### config.mk
export PLATFORM = sky130hd
export DESIGN_NAME = rtc_bus_scheduler
export DESIGN_NICKNAME = d
export VERILOG_FILES = /design/src/rtl/rtc_sched_pkg.sv /design/src/rtl/rtc_seq_rom.sv /design/src/rtl/rtc_bus_scheduler.sv
export SDC_FILE = /design/constraint.sdc
export NUM_CORES = 1
export LEC_CHECK = 0
export BUFFER_PORTS_ARGS = -buffer_cell sky130_fd_sc_hd__buf_4
export CAP_MARGIN = 20
export CELL_PAD_IN_SITES_DETAIL_PLACEMENT = 0
export CELL_PAD_IN_SITES_GLOBAL_PLACEMENT = 2
export CORE_MARGIN = 10
export CORE_UTILIZATION = 33
export CTS_CLUSTER_SIZE = 40
export DETAILED_ROUTE_END_ITERATION = 12
export GPL_ROUTABILITY_DRIVEN = 0
export PLACE_DENSITY_LB_ADDON = 0.1
export SLEW_MARGIN = 20
export SYNTH_ARGS = -nofsm -noshare
export SYNTH_HDL_FRONTEND = slang
export SYNTH_SLANG_ARGS = --single-unit
### constraint.sdc
create_clock -name CLK -period 2.9 [get_ports CLK]
set_input_delay 0.29 -clock CLK [delete_from_list [all_inputs] [get_ports CLK]]
set_output_delay 0.29 -clock CLK [all_outputs]
set_load 0.005 [all_outputs]
### src/rtl/rtc_sched_pkg.sv
// Shared constants and types for the RTC bus transaction scheduler.
package rtc_sched_pkg;

  localparam logic [7:0] A_SEG    = 8'h21;
  localparam logic [7:0] A_MIN    = 8'h22;
  localparam logic [7:0] A_HORA   = 8'h23;
  localparam logic [7:0] A_DIA    = 8'h24;
  localparam logic [7:0] A_MES    = 8'h25;
  localparam logic [7:0] A_ANO    = 8'h26;
  localparam logic [7:0] A_T_SEG  = 8'h41;
  localparam logic [7:0] A_T_MIN  = 8'h42;
  localparam logic [7:0] A_T_HORA = 8'h43;
  localparam logic [7:0] A_CTRL   = 8'h00;
  localparam logic [7:0] A_CMD    = 8'hF0;

  localparam logic [7:0] C_CLEAR    = 8'h10;
  localparam logic [7:0] C_LATCH    = 8'hF0;
  localparam logic [7:0] C_XFER_T   = 8'hF1;
  localparam logic [7:0] C_XFER_TMR = 8'hF2;

  localparam int unsigned REQ_INIT  = 0;
  localparam int unsigned REQ_TIME  = 1;
  localparam int unsigned REQ_DATE  = 2;
  localparam int unsigned REQ_TIMER = 3;

  typedef enum logic [2:0] {
    S_IDLE,
    S_ISSUE,
    S_WAIT,
    S_NEXT,
    S_DONE
  } state_e;

  typedef enum logic [2:0] {
    K_INIT,
    K_TIME,
    K_DATE,
    K_TIMER,
    K_REFRESH
  } kind_e;

  // Write-byte source for writes, shadow slot for reads.
  typedef enum logic [3:0] {
    DS_NONE,
    DS_CLEAR,
    DS_MODE,
    DS_SEG,
    DS_MIN,
    DS_HORA,
    DS_DIA,
    DS_MES,
    DS_ANO,
    DS_TSEG,
    DS_TMIN,
    DS_THORA,
    DS_XFER_T,
    DS_XFER_TMR,
    DS_LATCH
  } dsel_e;

endpackage

### src/rtl/rtc_seq_rom.sv
// Transaction list per sequence kind: (kind, step) -> {write, addr, data_sel, last}.
module rtc_seq_rom
  import rtc_sched_pkg::*;
(
  input  kind_e       kind,
  input  logic [3:0]  step,
  output logic        write,
  output logic [7:0]  addr,
  output dsel_e       data_sel,
  output logic        last
);

  always_comb begin
    write    = 1'b1;
    addr     = A_CMD;
    data_sel = DS_NONE;
    last     = 1'b0;
    unique case (kind)
      K_INIT: begin
        addr     = A_CTRL;
        data_sel = (step == 4'd0) ? DS_CLEAR : DS_MODE;
        last     = (step != 4'd0);
      end
      K_TIME: begin
        unique case (step)
          4'd0:    begin addr = A_SEG;  data_sel = DS_SEG;  end
          4'd1:    begin addr = A_MIN;  data_sel = DS_MIN;  end
          4'd2:    begin addr = A_HORA; data_sel = DS_HORA; end
          default: begin addr = A_CMD;  data_sel = DS_XFER_T; last = 1'b1; end
        endcase
      end
      K_DATE: begin
        unique case (step)
          4'd0:    begin addr = A_DIA; data_sel = DS_DIA; end
          4'd1:    begin addr = A_MES; data_sel = DS_MES; end
          4'd2:    begin addr = A_ANO; data_sel = DS_ANO; end
          default: begin addr = A_CMD; data_sel = DS_XFER_T; last = 1'b1; end
        endcase
      end
      K_TIMER: begin
        unique case (step)
          4'd0:    begin addr = A_T_SEG;  data_sel = DS_TSEG;  end
          4'd1:    begin addr = A_T_MIN;  data_sel = DS_TMIN;  end
          4'd2:    begin addr = A_T_HORA; data_sel = DS_THORA; end
          default: begin addr = A_CMD;    data_sel = DS_XFER_TMR; last = 1'b1; end
        endcase
      end
      default: begin
        write = (step == 4'd0);
        unique case (step)
          4'd0:    begin addr = A_CMD;    data_sel = DS_LATCH; end
          4'd1:    begin addr = A_SEG;    data_sel = DS_SEG;   end
          4'd2:    begin addr = A_MIN;    data_sel = DS_MIN;   end
          4'd3:    begin addr = A_HORA;   data_sel = DS_HORA;  end
          4'd4:    begin addr = A_DIA;    data_sel = DS_DIA;   end
          4'd5:    begin addr = A_MES;    data_sel = DS_MES;   end
          4'd6:    begin addr = A_ANO;    data_sel = DS_ANO;   end
          4'd7:    begin addr = A_T_SEG;  data_sel = DS_TSEG;  end
          4'd8:    begin addr = A_T_MIN;  data_sel = DS_TMIN;  end
          default: begin addr = A_T_HORA; data_sel = DS_THORA; last = 1'b1; end
        endcase
      end
    endcase
  end

endmodule

### src/rtl/rtc_bus_scheduler.sv
// Arbitrates RTC requests and expands each grant into single-byte bus transactions;
// refresh read-back is committed to the outputs atomically.
module rtc_bus_scheduler
  import rtc_sched_pkg::*;
#(
  parameter int unsigned REFRESH_CYC = 1000,
  parameter int unsigned TIMEOUT_CYC = 256
) (
  input  logic        CLK,
  input  logic        Reset,
  input  logic        init_req,
  input  logic        wr_time_req,
  input  logic        wr_date_req,
  input  logic        wr_timer_req,
  input  logic        mode_24,
  input  logic [23:0] time_in,
  input  logic [23:0] date_in,
  input  logic [23:0] timer_in,
  output logic [3:0]  ack,
  output logic        busy,
  output logic        err,
  output logic        cyc_start,
  output logic        cyc_write,
  output logic [7:0]  cyc_addr,
  output logic [7:0]  cyc_wdata,
  input  logic        cyc_done,
  input  logic [7:0]  cyc_rdata,
  output logic [23:0] time_out,
  output logic [23:0] date_out,
  output logic [23:0] timer_out,
  output logic        rd_valid
);

  localparam int unsigned RW = (REFRESH_CYC > 1) ? $clog2(REFRESH_CYC) : 1;
  localparam int unsigned TW = (TIMEOUT_CYC > 1) ? $clog2(TIMEOUT_CYC) : 1;
  localparam logic [RW-1:0] REF_LAST = RW'(REFRESH_CYC - 1);
  localparam logic [TW-1:0] TMO_LAST = TW'(TIMEOUT_CYC - 1);

  state_e        state_q, state_d;
  kind_e         kind_q, kind_d;
  logic [3:0]    step_q, step_d;
  logic [TW-1:0] wait_q, wait_d;
  logic [RW-1:0] ref_cnt_q, ref_cnt_d;
  logic          pend_q, pend_d;
  logic          fair_q, fair_d;
  logic          snap_mode_q, snap_mode_d;
  logic [23:0]   snap_time_q, snap_time_d;
  logic [23:0]   snap_date_q, snap_date_d;
  logic [23:0]   snap_timer_q, snap_timer_d;
  logic [23:0]   sh_time_q, sh_time_d;
  logic [23:0]   sh_date_q, sh_date_d;
  logic [23:0]   sh_timer_q, sh_timer_d;
  logic [23:0]   time_out_q, time_out_d;
  logic [23:0]   date_out_q, date_out_d;
  logic [23:0]   timer_out_q, timer_out_d;
  logic          rd_valid_q, rd_valid_d;
  logic          err_q, err_d;

  logic          ref_wrap;
  logic          grant;
  logic          grant_ref;
  logic          rom_write;
  logic [7:0]    rom_addr;
  dsel_e         rom_sel;
  logic          rom_last;
  logic [7:0]    wbyte;

  rtc_seq_rom u_rom (
    .kind     (kind_q),
    .step     (step_q),
    .write    (rom_write),
    .addr     (rom_addr),
    .data_sel (rom_sel),
    .last     (rom_last)
  );

  always_comb begin
    unique case (rom_sel)
      DS_CLEAR:    wbyte = C_CLEAR;
      DS_MODE:     wbyte = {3'b000, snap_mode_q, 4'b0000};
      DS_SEG:      wbyte = snap_time_q[7:0];
      DS_MIN:      wbyte = snap_time_q[15:8];
      DS_HORA:     wbyte = snap_time_q[23:16];
      DS_DIA:      wbyte = snap_date_q[7:0];
      DS_MES:      wbyte = snap_date_q[15:8];
      DS_ANO:      wbyte = snap_date_q[23:16];
      DS_TSEG:     wbyte = snap_timer_q[7:0];
      DS_TMIN:     wbyte = snap_timer_q[15:8];
      DS_THORA:    wbyte = snap_timer_q[23:16];
      DS_XFER_T:   wbyte = C_XFER_T;
      DS_XFER_TMR: wbyte = C_XFER_TMR;
      DS_LATCH:    wbyte = C_LATCH;
      default:     wbyte = '0;
    endcase
  end

  assign ref_wrap = (ref_cnt_q == REF_LAST);

  always_comb begin
    state_d      = state_q;
    kind_d       = kind_q;
    step_d       = step_q;
    wait_d       = wait_q;
    ref_cnt_d    = ref_wrap ? '0 : ref_cnt_q + 1'b1;
    fair_d       = fair_q;
    snap_mode_d  = snap_mode_q;
    snap_time_d  = snap_time_q;
    snap_date_d  = snap_date_q;
    snap_timer_d = snap_timer_q;
    sh_time_d    = sh_time_q;
    sh_date_d    = sh_date_q;
    sh_timer_d   = sh_timer_q;
    time_out_d   = time_out_q;
    date_out_d   = date_out_q;
    timer_out_d  = timer_out_q;
    rd_valid_d   = 1'b0;
    err_d        = 1'b0;
    grant        = 1'b0;

    unique case (state_q)
      S_IDLE: begin
        grant = 1'b1;
        if (fair_q && pend_q)   kind_d = K_REFRESH;
        else if (init_req)      kind_d = K_INIT;
        else if (wr_time_req)   kind_d = K_TIME;
        else if (wr_date_req)   kind_d = K_DATE;
        else if (wr_timer_req)  kind_d = K_TIMER;
        else if (pend_q)        kind_d = K_REFRESH;
        else                    grant  = 1'b0;
        if (grant) begin
          state_d      = S_ISSUE;
          step_d       = '0;
          fair_d       = 1'b0;
          snap_mode_d  = mode_24;
          // HORA byte is pre-formed here: bit 7 carries the 12 h flag.
          snap_time_d  = {~mode_24, time_in[22:0]};
          snap_date_d  = date_in;
          snap_timer_d = timer_in;
        end
      end
      S_ISSUE: begin
        state_d = S_WAIT;
        wait_d  = '0;
      end
      S_WAIT: begin
        if (cyc_done) begin
          state_d = S_NEXT;
          if (!rom_write) begin
            unique case (rom_sel)
              DS_SEG:   sh_time_d[7:0]    = cyc_rdata;
              DS_MIN:   sh_time_d[15:8]   = cyc_rdata;
              DS_HORA:  sh_time_d[23:16]  = cyc_rdata;
              DS_DIA:   sh_date_d[7:0]    = cyc_rdata;
              DS_MES:   sh_date_d[15:8]   = cyc_rdata;
              DS_ANO:   sh_date_d[23:16]  = cyc_rdata;
              DS_TSEG:  sh_timer_d[7:0]   = cyc_rdata;
              DS_TMIN:  sh_timer_d[15:8]  = cyc_rdata;
              DS_THORA: sh_timer_d[23:16] = cyc_rdata;
              default:  ;
            endcase
          end
        end else if (wait_q == TMO_LAST) begin
          state_d    = S_IDLE;
          err_d      = 1'b1;
          sh_time_d  = '0;
          sh_date_d  = '0;
          sh_timer_d = '0;
        end else begin
          wait_d = wait_q + 1'b1;
        end
      end
      S_NEXT: begin
        if (rom_last) begin
          state_d = S_DONE;
        end else begin
          state_d = S_ISSUE;
          step_d  = step_q + 4'd1;
        end
      end
      default: begin
        state_d = S_IDLE;
        if (kind_q == K_REFRESH) begin
          time_out_d  = sh_time_q;
          date_out_d  = sh_date_q;
          timer_out_d = sh_timer_q;
          rd_valid_d  = 1'b1;
        end else begin
          fair_d = 1'b1;
        end
      end
    endcase

    grant_ref = grant && (kind_d == K_REFRESH);
    pend_d    = ref_wrap ? 1'b1 : (grant_ref ? 1'b0 : pend_q);
  end

  always_ff @(posedge CLK or negedge Reset) begin
    if (!Reset) begin
      state_q      <= S_IDLE;
      kind_q       <= K_INIT;
      step_q       <= '0;
      wait_q       <= '0;
      ref_cnt_q    <= '0;
      pend_q       <= 1'b0;
      fair_q       <= 1'b0;
      snap_mode_q  <= 1'b0;
      snap_time_q  <= '0;
      snap_date_q  <= '0;
      snap_timer_q <= '0;
      sh_time_q    <= '0;
      sh_date_q    <= '0;
      sh_timer_q   <= '0;
      time_out_q   <= '0;
      date_out_q   <= '0;
      timer_out_q  <= '0;
      rd_valid_q   <= 1'b0;
      err_q        <= 1'b0;
    end else begin
      state_q      <= state_d;
      kind_q       <= kind_d;
      step_q       <= step_d;
      wait_q       <= wait_d;
      ref_cnt_q    <= ref_cnt_d;
      pend_q       <= pend_d;
      fair_q       <= fair_d;
      snap_mode_q  <= snap_mode_d;
      snap_time_q  <= snap_time_d;
      snap_date_q  <= snap_date_d;
      snap_timer_q <= snap_timer_d;
      sh_time_q    <= sh_time_d;
      sh_date_q    <= sh_date_d;
      sh_timer_q   <= sh_timer_d;
      time_out_q   <= time_out_d;
      date_out_q   <= date_out_d;
      timer_out_q  <= timer_out_d;
      rd_valid_q   <= rd_valid_d;
      err_q        <= err_d;
    end
  end

  always_comb begin
    ack = '0;
    if (state_q == S_DONE) begin
      unique case (kind_q)
        K_INIT:  ack[REQ_INIT]  = 1'b1;
        K_TIME:  ack[REQ_TIME]  = 1'b1;
        K_DATE:  ack[REQ_DATE]  = 1'b1;
        K_TIMER: ack[REQ_TIMER] = 1'b1;
        default: ;
      endcase
    end
  end

  assign busy      = (state_q != S_IDLE);
  assign cyc_start = (state_q == S_ISSUE);
  assign cyc_write = cyc_start && rom_write;
  assign cyc_addr  = cyc_start ? rom_addr : '0;
  assign cyc_wdata = cyc_write ? wbyte : '0;
  assign err       = err_q;
  assign rd_valid  = rd_valid_q;
  assign time_out  = time_out_q;
  assign date_out  = date_out_q;
  assign timer_out = timer_out_q;

endmodule
== Word level (Yosys, flattened, before mapping) ==
Index checks and enable logic that the tools add are counted.
Word-level totals
  bits in registers: 249
  bits of input ports: 88
  logic and storage cells: 189
Operators by class
  add/subtract/negate cells: 3
  equality and inequality tests: 49
  muxes and demuxes: 76
  bitwise logic cells: 3
  reductions and logical operators: 33
Operator list (count)
  $mux 24: 7
  $pmux 8 s14: 1
  $mux 8: 13
  $pmux 8 s3: 3
  $pmux 8 s9: 1
  $pmux 4 s9: 1
  $reduce_and 4->1: 9
  $mux 3: 11
  $eq 4x3->1 const B: 8
  $eq 4x4->1 const B: 8
  $pmux 8 s4: 1
  $mux 1: 24
  $pmux 4 s3: 2
  $ne 2x1->1 const B: 10
  $eq 4x2->1 const B: 4
  $pmux 4 s4: 1
  $pmux 8 s2: 1
  $eq 3x2->1 const B: 4
  $mux 4: 3
  $pmux 3 s4: 1
  $add 10x1->10 const B: 1
  $eq 10x10->1 const B: 1
  $mux 10: 1
  $ne 2x2->1 const B: 5
  23 further kinds: 43

== Logic depth before layout (Yosys ltp) ==
  depth in word-level cells: 11
  gate-level depth with buffers: 12
  mapped depth without buffers: 9

== Cells and area by module ==
A second synthesis with hierarchy kept.
Second synthesis, totals
  cells, all modules: 855
  area, all modules: 11389.7 um^2
By module, submodules not included
  rtc_bus_scheduler: sequential area each 6231.0 um^2, times used 1, area an instance 10921.7 um^2, cells each 783
  rtc_seq_rom: sequential area each 0.0 um^2, times used 1, area an instance 467.9 um^2, cells each 72

== Worst setup path before layout ==
Ideal clock, no wire load.
  kind: flip-flop to output port
  from: register step_q[0]
  to: output cyc_wdata[2]
  path buffers: 1
  required time: 2.610 ns
  cell stages (with the launch flop): 11
  data arrival time: 2.807 ns
  path slack: -0.197 ns
  cells stage by stage: dfrtp_1 -> inv_1 -> ha_1 -> or3b_1 -> buf_2 -> o31a_1 -> o221a_4 -> nor2_8 -> mux2_2 -> a221o_1 -> o31a_1
Between the ends
  cells in the longest elaborated chain, start to end: 6
  elaborated cells on any way between the ends: 33
Ends and longest elaborated chain
  start: declaration: line rtc_bus_scheduler.sv:41  | logic [3:0] step_q, step_d;
  start signal: assignment: line rtc_bus_scheduler.sv:221  | step_q <= step_d;
  $eq 4x4->1, or another cell as far along: line rtc_seq_rom.sv:50  | unique case (step)
  $pmux 4 s9, or another cell as far along: line rtc_seq_rom.sv:50
  $pmux 4 s4: line rtc_seq_rom.sv:18  | unique case (kind)
  $eq 4x4->1, or another cell as far along: line rtc_bus_scheduler.sv:78  | unique case (rom_sel)
  $pmux 8 s14: line rtc_bus_scheduler.sv:78
  $mux 8 *: line rtc_bus_scheduler.sv:258  | assign cyc_wdata = cyc_write ? wbyte : '0;
  end: declaration: line rtc_bus_scheduler.sv:25  | output logic [7:0] cyc_wdata,
Every way passes the cells marked *; elsewhere a longest branch is shown, timed or not.

== Final worst setup path ==
  from: register step_q[1]
  to: output cyc_wdata[2]
Same word-level chain as after synthesis.

==> report_table.html <==
<table>
<tr><th>Metric</th><th>Value</th></tr>
<tr><th colspan="2">GRT</th></tr>
<tr><td>Maximum number of pins on one net before global-route repair</td><td>79</td></tr>
<tr><td>Wire length of the first global-routing pass</td><td>53.2 mm</td></tr>
<tr><td>Global router's overall resource usage</td><td>15.9%</td></tr>
<tr><td>Via count of the first global-routing pass</td><td>9418</td></tr>
<tr><td>GRT Residual Overflow</td><td>0</td></tr>
<tr><td>Number of antenna violations at the first check in global routing</td><td>0</td></tr>
<tr><th colspan="2">Synthesis</th></tr>
<tr><td>Post-synthesis cell area</td><td>11300 µm²</td></tr>
<tr><td>#FFs+latches synth</td><td>between 200 and 250</td></tr>
<tr><td>Most frequent cell after synthesis</td><td>sky130_fd_sc_hd__nand2_1</td></tr>
<tr><td>Number of warnings printed during yosys synthesis</td><td>0</td></tr>
<tr><td>Number of enable-type register cells in the synthesized netlist</td><td>0</td></tr>
<tr><td>Cell types with the largest area share after synthesis</td><td>sky130_fd_sc_hd__dfrtp_1 55%, sky130_fd_sc_hd__mux2_2 14%, sky130_fd_sc_hd__nand2_1 8.4%</td></tr>
<tr><td>Top cell type by total area after synthesis</td><td>sky130_fd_sc_hd__dfrtp_1</td></tr>
<tr><td>Share of synthesized registers carrying an async set or reset</td><td>100%</td></tr>
<tr><td>Predominant post-synthesis flop cell</td><td>sky130_fd_sc_hd__dfrtp_1</td></tr>
<tr><td>Gate count after technology mapping</td><td>between 1000 and 1500</td></tr>
<tr><td>Syn avg cell area</td><td>11.0 µm²</td></tr>
<tr><td>Top cells by instance count after synthesis</td><td>253 x sky130_fd_sc_hd__nand2_1, 249 x sky130_fd_sc_hd__dfrtp_1, 138 x sky130_fd_sc_hd__mux2_2, 44 x sky130_fd_sc_hd__nor2_1, 39 x sky130_fd_sc_hd__clkbuf_1</td></tr>
<tr><td>Number of nets in the synthesized netlist</td><td>around 1100</td></tr>
<tr><td>Sequential element share of the synthesized area</td><td>55.3%</td></tr>
<tr><td>Proportion of netlist area held by the largest area contributor</td><td>55.3%</td></tr>
<tr><td>Post-synthesis cell type count</td><td>78</td></tr>
<tr><th colspan="2">Route</th></tr>
<tr><td>Average routed wire per standard cell</td><td>18.4 µm</td></tr>
<tr><td>Routed met2 length</td><td>around 17 mm</td></tr>
<tr><td>Post-route DRC violation count</td><td>0</td></tr>
<tr><td>Top layer in use</td><td>met4</td></tr>
<tr><td>First-pass iteration count of the detailed router</td><td>4</td></tr>
<tr><td>Post-route met1 wirelength</td><td>14.8 mm</td></tr>
<tr><td>Total detailed-routing wirelength</td><td>about 34 mm</td></tr>
<tr><td>DR vias/cell</td><td>4.76</td></tr>
<tr><td>Remaining number of nets flagged by the antenna check after routing</td><td>0</td></tr>
<tr><td>Via Count</td><td>8819</td></tr>
<tr><td>Length of routed met3 wiring</td><td>1.50 mm</td></tr>
<tr><td>DRC marker count from the first detailed-route iteration</td><td>403</td></tr>
<tr><th colspan="2">CTS</th></tr>
<tr><td>CTS Sinks</td><td>249</td></tr>
<tr><td>Worst-case clock buffer depth</td><td>3</td></tr>
<tr><td>Clock tree from TritonCTS</td><td>built</td></tr>
<tr><td>Number of levels in the clock H-tree</td><td>1</td></tr>
<tr><td>Total clock buffers created by CTS</td><td>28</td></tr>
<tr><td>Clock Root Buffer</td><td>sky130_fd_sc_hd__clkbuf_16</td></tr>
<tr><td>Clk Latency, worst-skew pair</td><td>0.56 ns</td></tr>
<tr><td>Clock transition at the registers of the reported paths</td><td>0.06 ns</td></tr>
<tr><th colspan="2">Layout</th></tr>
<tr><td>Post-layout instance area</td><td>roughly 16000 µm²</td></tr>
<tr><td>Fin nets</td><td>1481</td></tr>
<tr><td>Post-Layout Cell Count</td><td>1854</td></tr>
<tr><td>Fill count</td><td>3188</td></tr>
<tr><td>Diodes inserted</td><td>0</td></tr>
<tr><td>Area growth from synthesis to layout</td><td>44.7%</td></tr>
<tr><td>Ratio of cells with drive above 1 in the final layout</td><td>41.9%</td></tr>
<tr><th colspan="2">Timing</th></tr>
<tr><td>Worst Clk Skew</td><td>approximately 0.025 ns</td></tr>
<tr><td>Hold WS</td><td>0.0443 ns</td></tr>
<tr><td>Min cycle time layout</td><td>around 3.6 ns</td></tr>
<tr><td>Fin worst setup slack</td><td>-0.687 ns</td></tr>
<tr><td>Final Cycle Share</td><td>124%</td></tr>
<tr><td>Max_slew headroom</td><td>44.8%</td></tr>
<tr><td>Final setup violation count</td><td>9</td></tr>
<tr><td>Measured slew at the worst slew-check pin</td><td>between 0.8 and 0.9 ns</td></tr>
<tr><td>Final Hold Vio Count</td><td>0</td></tr>
<tr><td>Final Max Tran Viols</td><td>0</td></tr>
<tr><td>Achievable clock frequency</td><td>279 MHz</td></tr>
<tr><td>Unrepaired setup endpoints after global routing</td><td>true</td></tr>
<tr><th colspan="2">Worst setup path</th></tr>
<tr><td>Largest fanout of any net on the critical path</td><td>3</td></tr>
<tr><td>Total buffers and inverters traversed by the critical path</td><td>2</td></tr>
<tr><td>Worst path slowest cell</td><td>sky130_fd_sc_hd__dfrtp_1</td></tr>
<tr><td>Worst-path cell chain</td><td>inv_2, ha_4, or3b_4, o31a_1, o221a_4, nor2_8, mux2_4, a221o_1, o31a_1, buf_4</td></tr>
<tr><td>Type of element launching the critical path</td><td>flip-flop</td></tr>
<tr><td>Kind of capture point of the worst setup path</td><td>output pin</td></tr>
<tr><td>Worst EP arrival</td><td>3.30 ns</td></tr>
<tr><td>Category of the critical setup timing path</td><td>reg -&gt; out</td></tr>
<tr><td>Crit-path leading delay family</td><td>compound AO/OA/AOI/OAI gates</td></tr>
<tr><td>Crit path required time</td><td>2.61 ns</td></tr>
<tr><td>Most prevalent standard cell on the critical path</td><td>sky130_fd_sc_hd__o31a_1</td></tr>
<tr><td>Slowest Stage Delay on Critical Path</td><td>0.40 ns</td></tr>
<tr><th colspan="2">Placed design</th></tr>
<tr><td>Number of placed instances with taps included</td><td>about 1700</td></tr>
<tr><td>Placed wire-length estimate</td><td>24.6 mm</td></tr>
<tr><td>Placed Instance Area</td><td>14000 µm²</td></tr>
<tr><td># port buffers</td><td>182</td></tr>
<tr><th colspan="2">Pwr</th></tr>
<tr><td>Leak Pwr</td><td>between 8 and 9 nW</td></tr>
<tr><td>Overall power after layout</td><td>about 0.015 W</td></tr>
<tr><td>Power density of the placed cells</td><td>926 nW/µm²</td></tr>
<tr><td>Largest vdd supply drop</td><td>about 0.46 mV</td></tr>
<tr><th colspan="2">Min path</th></tr>
<tr><td>Hold crit path type</td><td>in -&gt; reg</td></tr>
<tr><th colspan="2">Floorplan</th></tr>
<tr><td>Initial cell density of the core</td><td>33.5%</td></tr>
<tr><td>Die Area</td><td>41900 µm²</td></tr>
<tr><td>Number of ports placed on the die boundary</td><td>185</td></tr>
<tr><td>Rows</td><td>67</td></tr>
<tr><td>Floorplan Core Area</td><td>approximately 34000 µm²</td></tr>
<tr><td>Die X-Extent</td><td>205 µm</td></tr>
<tr><td>Vert. Die Dim</td><td>205 µm</td></tr>
<tr><th colspan="2">Status</th></tr>
<tr><td>Outcome</td><td>finished, violations left</td></tr>
<tr><td>Violated checks</td><td>setup timing</td></tr>
<tr><th colspan="2">Flow run</th></tr>
<tr><td>Maximum capacitance violations</td><td>0</td></tr>
</table>
-- power by group --
group,total (W),leakage [nW],internal [W],switching [W]
combinational,0.00699,4.28,0.00333,0.00366
clock,0.00354,0.461,0.00211,0.00144
sequential,0.00456,3.33,0.00406,0.000503
total,0.0151,8.07,0.00949,0.00560
-- through the flow --
step / setup slack (ns) / setup TNS, ns / utilization, %
floorplan: -0.146 / -0.146 / -
global placement: -0.277 / -1.92 / 41.5
detailed placement: -0.279 / -4.40 / 41.5
CTS: -0.731 / -7.00 / 47.5
global route: -0.819 / -8.37 / 48.5
finish: -0.687 / -4.77 / 48.5
-- routing by layer --
metal / GRT usage (%) / up-vias
met2: 27.5 / 174
met5: 0 / -
met4: 3.89 / 0
met1: 20.1 / 4339
met3: 2.65 / 44
li1: - / 4262
-- worst paths after layout --
| kind | start | end | slack [ns] | depth (start not counted) |
|---|---|---|---|---|
| max in group asynchronous | Reset | date_out[3]$_DFFE_PN0P_ | 1.71 | 3 |
| hold reg to reg | snap_date_q[22]$_DFFE_PN0P_ | snap_date_q[22]$_DFFE_PN0P_ | 0.48 | 2 |
| hold / removal | wr_date_req | kind_q[0]$_DFF_PN0_ | 0.04 | 4 |
| setup / recovery | step_q[1]$_DFFE_PN0P_ | cyc_wdata[2] | -0.69 | 10 |
| setup reg to reg | step_q[1]$_DFFE_PN0P_ | sh_time_q[12]$_DFFE_PN0P_ | 0 | 13 |
| min in group asynchronous | Reset | ref_cnt_q[6]$_DFF_PN0_ | 0.28 | 2 |
-- worst min-delay path, stage by stage --
cell                      delay (ns)
sky130_fd_sc_hd__buf_4          0.09
sky130_fd_sc_hd__nor2_1         0.04
sky130_fd_sc_hd__nor2_1         0.07
sky130_fd_sc_hd__o21ai_0        0.07
-- sequential cells by signal, summed over array words and instances (netlist names), 3 cells and up --
name,count
state_q,3
date_out,24
ref_cnt_q,10
sh_timer_q,24
timer_out,24
sh_date_q,24
sh_time_q,24
wait_q,8
snap_date_q,24
time_out,24
snap_time_q,24
kind_q,3
snap_timer_q,24
step_q,4
-- cells in the final DEF (no fill, tap or decap), drive strengths merged, types with 5 or more instances in the layout --
| master | Yosys | routed |
|---|---|---|
| mux2 | 149 | 149 |
| dlygate4sd3 | 0 | 74 |
| nor2 | 45 | 45 |
| a31oi | 8 | 8 |
| nand2 | 255 | 255 |
| clkinv | 1 | 9 |
| o31ai | 5 | 5 |
| mux2i | 12 | 12 |
| buf | 21 | 320 |
| o31a | 5 | 5 |
| nand3 | 20 | 20 |
| inv | 11 | 11 |
| and2 | 9 | 9 |
| a211oi | 7 | 7 |
| ha | 6 | 6 |
| xor2 | 8 | 8 |
| clkbuf | 39 | 38 |
| dfrtp | 249 | 249 |
| nand2b | 8 | 8 |
| nand4 | 9 | 9 |
| a21oi | 29 | 29 |
| o21ai | 26 | 26 |
| nor3 | 18 | 18 |
-- what timing repair did --
action | in CTS | in global routing
cloned | 0 | 1
resized for setup | 47 | 57
setup buffers | 17 | 9
hold endpoints to repair | 141 | 0
setup endpoints to repair | 69 | 83
pin swaps | 11 | 19
hold buffers | 74 | 0
-- cell families (layout without fill, tap and decap cells) --
kind of cell	count (synthesis)	count (layout)	synth area share, %
AO/OA/AOI/OAI	128	128	8.84
XOR/XNOR	12	12	0.933
adder cells (fa/ha/maj)	6	6	0.666
buffers and inverters	72	455	2.74
flip-flops	249	249	55.3
multiplexers	161	161	16.0
other	1	1	0.0333
AND/OR/NAND/NOR	394	394	15.5
-- area by class of cell --
cell class	instances	area [µm²]	share of cell area [%]
clock buffers	38	798	4.90
multi-input cells	702	5130	31.5
flip-flops and latches	249	6230	38.2
repair buffers	394	3390	20.8
clock inverters	11	140	0.860
inverters	12	45.0	0.276
well taps	448	561	3.44
Power figures use the tool's default switching activity.
